--- config.mk ---
export PLATFORM = sky130hd
export DESIGN_NAME = imm_gen
export DESIGN_NICKNAME = d
export VERILOG_FILES = /design/src/rtl/imm_gen_pkg.sv /design/src/rtl/imm_gen_decode.sv /design/src/rtl/imm_gen.sv
export SDC_FILE = /design/constraint.sdc
export NUM_CORES = 1
export LEC_CHECK = 0
export BUFFER_PORTS_ARGS = -buffer_cell sky130_fd_sc_hd__buf_2
export CAP_MARGIN = 20
export CORE_ASPECT_RATIO = 2
export CORE_MARGIN = 10
export CORE_UTILIZATION = 46
export DETAILED_ROUTE_END_ITERATION = 8
export PLACE_DENSITY = 0.84
export REMOVE_ABC_BUFFERS = 1
export SETUP_SLACK_MARGIN = 0.05
export SKIP_LAST_GASP = 1
export SYNTH_ARGS = -nofsm -noshare
export SYNTH_HDL_FRONTEND = slang
export SYNTH_SLANG_ARGS = --single-unit
--- constraint.sdc ---
create_clock -name clk -period 2.6 [get_ports clk]
set_input_delay 0.26 -clock clk [delete_from_list [all_inputs] [get_ports clk]]
set_output_delay 0.26 -clock clk [all_outputs]
set_load 0.02 [all_outputs]
--- src/rtl/imm_gen_pkg.sv ---
// Shared RV32I opcode constants and immediate-format encodings.
// Used by the immediate generator and the control FSM.
package imm_gen_pkg;

    localparam logic [6:0] OPC_OP_IMM = 7'b0010011;
    localparam logic [6:0] OPC_LOAD   = 7'b0000011;
    localparam logic [6:0] OPC_JALR   = 7'b1100111;
    localparam logic [6:0] OPC_FENCE  = 7'b0001111;
    localparam logic [6:0] OPC_SYSTEM = 7'b1110011;
    localparam logic [6:0] OPC_STORE  = 7'b0100011;
    localparam logic [6:0] OPC_BRANCH = 7'b1100011;
    localparam logic [6:0] OPC_LUI    = 7'b0110111;
    localparam logic [6:0] OPC_AUIPC  = 7'b0010111;
    localparam logic [6:0] OPC_JAL    = 7'b1101111;
    localparam logic [6:0] OPC_OP     = 7'b0110011;

    localparam logic [2:0] F3_SLLI = 3'b001;
    localparam logic [2:0] F3_SRXI = 3'b101;

    typedef enum logic [2:0] {
        FMT_R    = 3'd0,
        FMT_I    = 3'd1,
        FMT_S    = 3'd2,
        FMT_B    = 3'd3,
        FMT_U    = 3'd4,
        FMT_J    = 3'd5,
        FMT_NONE = 3'd7
    } fmt_t;

endpackage

--- src/rtl/imm_gen_decode.sv ---
// Opcode/funct3 decode into immediate format, illegal flag and shift-amount select.
// Purely combinational, no flow control.
module imm_gen_decode
    import imm_gen_pkg::*;
#(
    parameter bit SHAMT_ZEXT = 1'b1
) (
    input  logic [6:0] opcode,
    input  logic [2:0] funct3,
    output fmt_t       fmt,
    output logic       illegal,
    output logic       shamt_sel
);

    always_comb begin
        fmt       = FMT_NONE;
        illegal   = 1'b0;
        shamt_sel = 1'b0;
        case (opcode)
            OPC_OP_IMM: begin
                fmt       = FMT_I;
                shamt_sel = SHAMT_ZEXT && (funct3 == F3_SLLI || funct3 == F3_SRXI);
            end
            OPC_LOAD, OPC_JALR, OPC_FENCE, OPC_SYSTEM: fmt = FMT_I;
            OPC_STORE:           fmt = FMT_S;
            OPC_BRANCH:          fmt = FMT_B;
            OPC_LUI, OPC_AUIPC:  fmt = FMT_U;
            OPC_JAL:             fmt = FMT_J;
            OPC_OP:              fmt = FMT_R;
            default: begin
                fmt     = FMT_NONE;
                illegal = 1'b1;
            end
        endcase
    end

endmodule

--- src/rtl/imm_gen.sv ---
// RV32I immediate generator: combinational imm/fmt/illegal plus a registered copy.
// Latency 0 cycles for imm, 1 cycle for imm_q; no backpressure, accepts every cycle.
module imm_gen
    import imm_gen_pkg::*;
#(
    parameter int XLEN       = 32,
    parameter bit SHAMT_ZEXT = 1'b1
) (
    input  logic            clk,
    input  logic            rst,
    input  logic [31:0]     inst,
    output logic [XLEN-1:0] imm,
    output logic [2:0]      fmt,
    output logic            illegal,
    output logic [XLEN-1:0] imm_q,
    output logic [2:0]      fmt_q,
    output logic            valid_q
);

    fmt_t fmt_dec;
    logic shamt_sel;

    imm_gen_decode #(
        .SHAMT_ZEXT (SHAMT_ZEXT)
    ) u_decode (
        .opcode    (inst[6:0]),
        .funct3    (inst[14:12]),
        .fmt       (fmt_dec),
        .illegal   (illegal),
        .shamt_sel (shamt_sel)
    );

    assign fmt = fmt_dec;

    always_comb begin
        imm = '0;
        case (fmt_dec)
            FMT_I: begin
                // Shift immediates carry funct7 in [31:25]; expose only the shamt.
                if (shamt_sel)
                    imm = {27'b0, inst[24:20]};
                else
                    imm = {{20{inst[31]}}, inst[31:20]};
            end
            FMT_S:   imm = {{20{inst[31]}}, inst[31:25], inst[11:7]};
            FMT_B:   imm = {{19{inst[31]}}, inst[31], inst[7], inst[30:25], inst[11:8], 1'b0};
            FMT_U:   imm = {inst[31:12], 12'b0};
            FMT_J:   imm = {{11{inst[31]}}, inst[31], inst[19:12], inst[20], inst[30:21], 1'b0};
            default: imm = '0;
        endcase
    end

    always_ff @(posedge clk) begin
        if (rst) begin
            imm_q   <= '0;
            fmt_q   <= FMT_NONE;
            valid_q <= 1'b0;
        end else begin
            imm_q   <= imm;
            fmt_q   <= fmt;
            valid_q <= 1'b1;
        end
    end

endmodule

# == After elaboration in Yosys (flattened, before gate mapping) ==
# Index checks and enable logic that the tools add are counted.
# Widths: inputs -> output; s select.
# word_totals
elab_cells,31
ff_bits,36
output_inout_bits,72
latch_bits,0
mem_bits_ro,0
inputBits,34
memories,0
ramBits,0
# classes
n_addsub,0
reduce_logical,4
div,0
magnitude_cmp,0
multipliers,0
bitwise,0
eq_ne,18
n_mux,6
shifts,0
# op_table
operator,count
$pmux 32 s5,1
$mux 32,1
$eq 7x7->1 const B,4
$eq 7x6->1 const B,3
$pmux 3 s6,1
$eq 7x5->1 const B,2
$reduce_or 11->1,1
$eq 3x3->1 const B,3
$eq 7x2->1 const B,1
$eq 7x4->1 const B,1
$eq 3x1->1 const B,2
$eq 3x2->1 const B,2
$reduce_or 5->1,1
$mux 1,3
$reduce_or 2->1,1
$logic_or 1x1->1,1

# == Depth between registers and ports, before layout ==
# logic_depth
depth_word,5
depth_mapped,7
ltp_nobuf,4

# == Cells and area by module ==
# From an unflattened synthesis, not the netlist that was laid out.
# hier_totals
cells_unflattened,182
area_unflattened_um2,1599.0
# by_module_without_submodules
mod,cells_per_inst,instances,area_per_inst_um2,seq_area_each_um2
imm_gen,155,1,1430.1,720.7
imm_gen_decode,27,1,168.9,0.0

# == Worst setup path before layout ==
# Ideal clock, no wire load.
# synth_path
kind,in2out
start,input port inst[6]
end,output port imm[10]
arrival_ns,1.837
path_slack_ns,0.503
path_buffers,2
t_required_ns,2.340
cell_stages,6
cell_sequence,buf_6 -> or3b_2 -> a21oi_4 -> nor2_1 -> clkbuf_1 -> o21ai_0
# synth_via
elab_chain_len,5
# synth_rtl
item,line,source
start: declaration,imm_gen.sv:11,"input logic [31:0] inst,"
$eq 7x5->1 (tied with other cells),imm_gen_decode.sv:19,case (opcode)
$reduce_or 5->1 (no line) or $reduce_or 2->1 (tied branches),n/a,
$pmux 3 s6,imm_gen_decode.sv:19,
$eq 3x3->1 (tied with other cells),imm_gen.sv:37,case (fmt_dec)
$pmux 32 s5 (*),imm_gen.sv:37,
end: declaration,imm_gen.sv:12,"output logic [XLEN-1:0] imm,"
# Mark *: on every way between the ends. The rest lies on a longest branch, timed or not.

# == Worst setup path in the final report ==
# layout_path
start,input port inst[2]
end,output port imm[22]
# The elaborated chain is that of the path after synthesis.

==> impl_metrics.toml <==
[worst_setup_path]
worstPathMaxFanout = 22
critPathBufInv = 2
path_depth = 6
critPathMaxStageDelay_ns = 0.65
crit_type = "input pin to output port"
cp.arrival_ns = 1.98
cpMaxStageDelayCell = "or4_4"
cp_cell_sequence = "buf_2 -> nand4bb_1 -> or4_4 -> o211ai_4 -> nand3_1 -> buf_2"
cp.required_ns = 2.34
worst_setup_path_end_kind = "output port"
startpoint_type = "input pin"
path_delay_family = "simple AND/OR/NAND/NOR gates"
path_common_cell = "buf_2"

[pwr]
clockPowerShare = 0.428
switching_share = 0.241
p_int_w = 0.000955
peakVddDrop_uv = 523
power_switching_w = 0.000303
p_total_w = 0.00126
power.density_nw_per_um2 = 526
p_comb_frac = 0.126
power_frac_seq = 0.447
p_leak_nw = 1.34

[layout]
fin_cells = 375
fin_util = 0.656
nFillCells = 350
multi_input_area_sq_um = 936
register_area_sq_um = 721
area_growth_pct = 36.3
final_cell_area_sq_um = 2390
diodes = 0
drive_gt1_frac = 0.383
nets = 359

[sta]
fmax_mhz = 446
period_share = 0.863
setup_viol = 0
hold_viol = 0
drv_slew = 0
worstMarginPinSlew_ns = 0.935
grt_setup_unrepaired = "false"
relSlewSlack = 0.375
timing.final.crit_period_ns = 2.24
setup-tns-final_ns = 0

[die]
start_util = 0.481
core_sq_um = 3650
ios = 106
die_area_sq_um = 6840
rows = 31
dieWidth_microns = 63.7
die_h_microns = 107

[logic_synthesis]
netlist_area_sq_um = 1760
yosys_warnings = 0
yosysTopAreaCell = "dfxtp_1"
ys_types = 34
synth_top_area_share = 0.411
ys_seq_area_frac = 0.411
syn_area_per_cell_sq_um = 7.73
synth-seq-cells = 36
synth_cells = 227
synth_top_cells_by_area = "dfxtp_1 (41%), nand2_1 (12%), nand3_1 (9.4%)"

[clocking]
cts_resized = 0
holdBufCountCts = 0
cts_tree = "built"
clockRootBuffer = "clkbuf_8"
path_clk_slew_ns = 0.07
cts_setup_buffers = 0
htreeDepth = 2
cts_buffers = 5
cts_buffer_depth = 2
cts_num_sinks = 36

[route]
vias = 1994
drt-pass1-iter-count = 4
via_per_inst = 5.32
wl_mm = 6.29
post_drt_wl_per_cell_microns = 16.8
drt_iter0_drc = 60
post-route-drc-count = 0
drtAntennaViolNets = 0

[placed_design]
gp_congestion = 0.895
io_buffers = 105
placed_area_sq_um = 2270
placed_cells = 367
dp_hpwl_mm = 5.03

[grt]
grt_max_degree = 23
first_global_vias = 2050
grt_overflow = 0
grt_first_pass_wirelength_mm = 9.65
antenna_found_initial = 0
grt_usage = 0.173

[hold_path]
min_delay_path_depth = 3
min_path_type = "input pin to register"

[outcome]
status = "complete, no violations"

[job]
cap_violations = 0
tightest hold or removal path: cells and delay by family:
family | cells | cell delay [ns]
buffers and inverters | 1 | 0.09
AO/OA/AOI/OAI | 1 | 0.05
AND/OR/NAND/NOR | 1 | 0.05
cells in the final DEF (no fill, tap or decap), types with 2 or more instances in the layout:
cell type  Yosys  layout
buf_2          1     105
nand2_1       55      55
dfxtp_1       36      36
nand3_1       33      33
o21ai_0       21      21
a21oi_1       16      16
a31oi_1       11      11
clkbuf_8       0       7
nand2b_1       4       4
nor2_1         4       4
nor3b_1        3       3
nand3b_1       3       3
nor2b_1        2       2
inv_1          2       2
nand4b_1       2       2
o211ai_2       2       2
buf_4          0       2
per-layer routing:
| layer | GRT usage | wire (microns) |
|---|---|---|
| met1 | 0.146 | 2100 |
| met2 | 0.342 | 3490 |
| met3 | 0.0584 | 490 |
| met4 | 0.0833 | 214 |
| met5 | 0 | 0 |
cell families (layout without fill, tap and decap cells):
group / after synthesis / count (layout) / share of synthesized area
buffers and inverters: 18 / 117 / 0.0563
and+or+nand+nor: 115 / 115 / 0.322
muxes: 1 / 1 / 0.00641
AOI/OAI and AO/OA: 57 / 57 / 0.205
DFF: 36 / 36 / 0.411
registers in the layout, indices dropped and copies added (netlist names):
signal	cells
fmt_q	3
imm_q	32
valid_q	1
power by group through the flow:
stage	Clock [W]	Combinational (W)	Sequential (W)
2_1_floorplan	0	0.0000667	0.000586
3_3_place_gp	0	0.000154	0.000574
3_5_place_dp	0	0.000158	0.000575
4_1_cts	0.000540	0.000158	0.000562
5_1_grt	0.000569	0.000171	0.000562
6_report	0.000538	0.000158	0.000562
stage by stage:
step | setup WS, ns | hold WS [ns]
after floorplan | 0.00719 | 0.329
after global placement | 0.421 | 0.481
after detailed placement | 0.361 | 0.486
after CTS | 0.362 | 0.194
after global routing | 0.228 | 0.213
final | 0.357 | 0.198
layout make-up:
cell class              count  share of cell area
clock buffers               7              0.0403
clock inverters             1              0.0126
inverters                   2             0.00314
multi-input cells         173               0.391
flip-flops and latches     36               0.301
well taps                  49              0.0256
repair buffers            107               0.226
synth_stat cells (all sizes together):
master / count
a21o: 1
o211ai: 3
dfxtp: 36
nand4bb: 1
nand2: 55
nor3b: 3
a32oi: 1
or2: 1
mux2: 1
nand4b: 2
nand3b: 3
clkbuf: 11
a31oi: 11
o211a: 1
buf: 5
or4: 1
and3: 1
and2: 2
o21ai: 21
nor2: 4
a21oi: 18
nand2b: 4
o21a: 1
nor2b: 2
or3b: 1
nand3: 34
inv: 2
and4b: 1
final timing paths:
check                 startpoint   endpoint
worst min-delay path    inst[15]  imm_q[15]
worst max-delay path     inst[2]    imm[22]
Power figures use the tool's default switching activity.
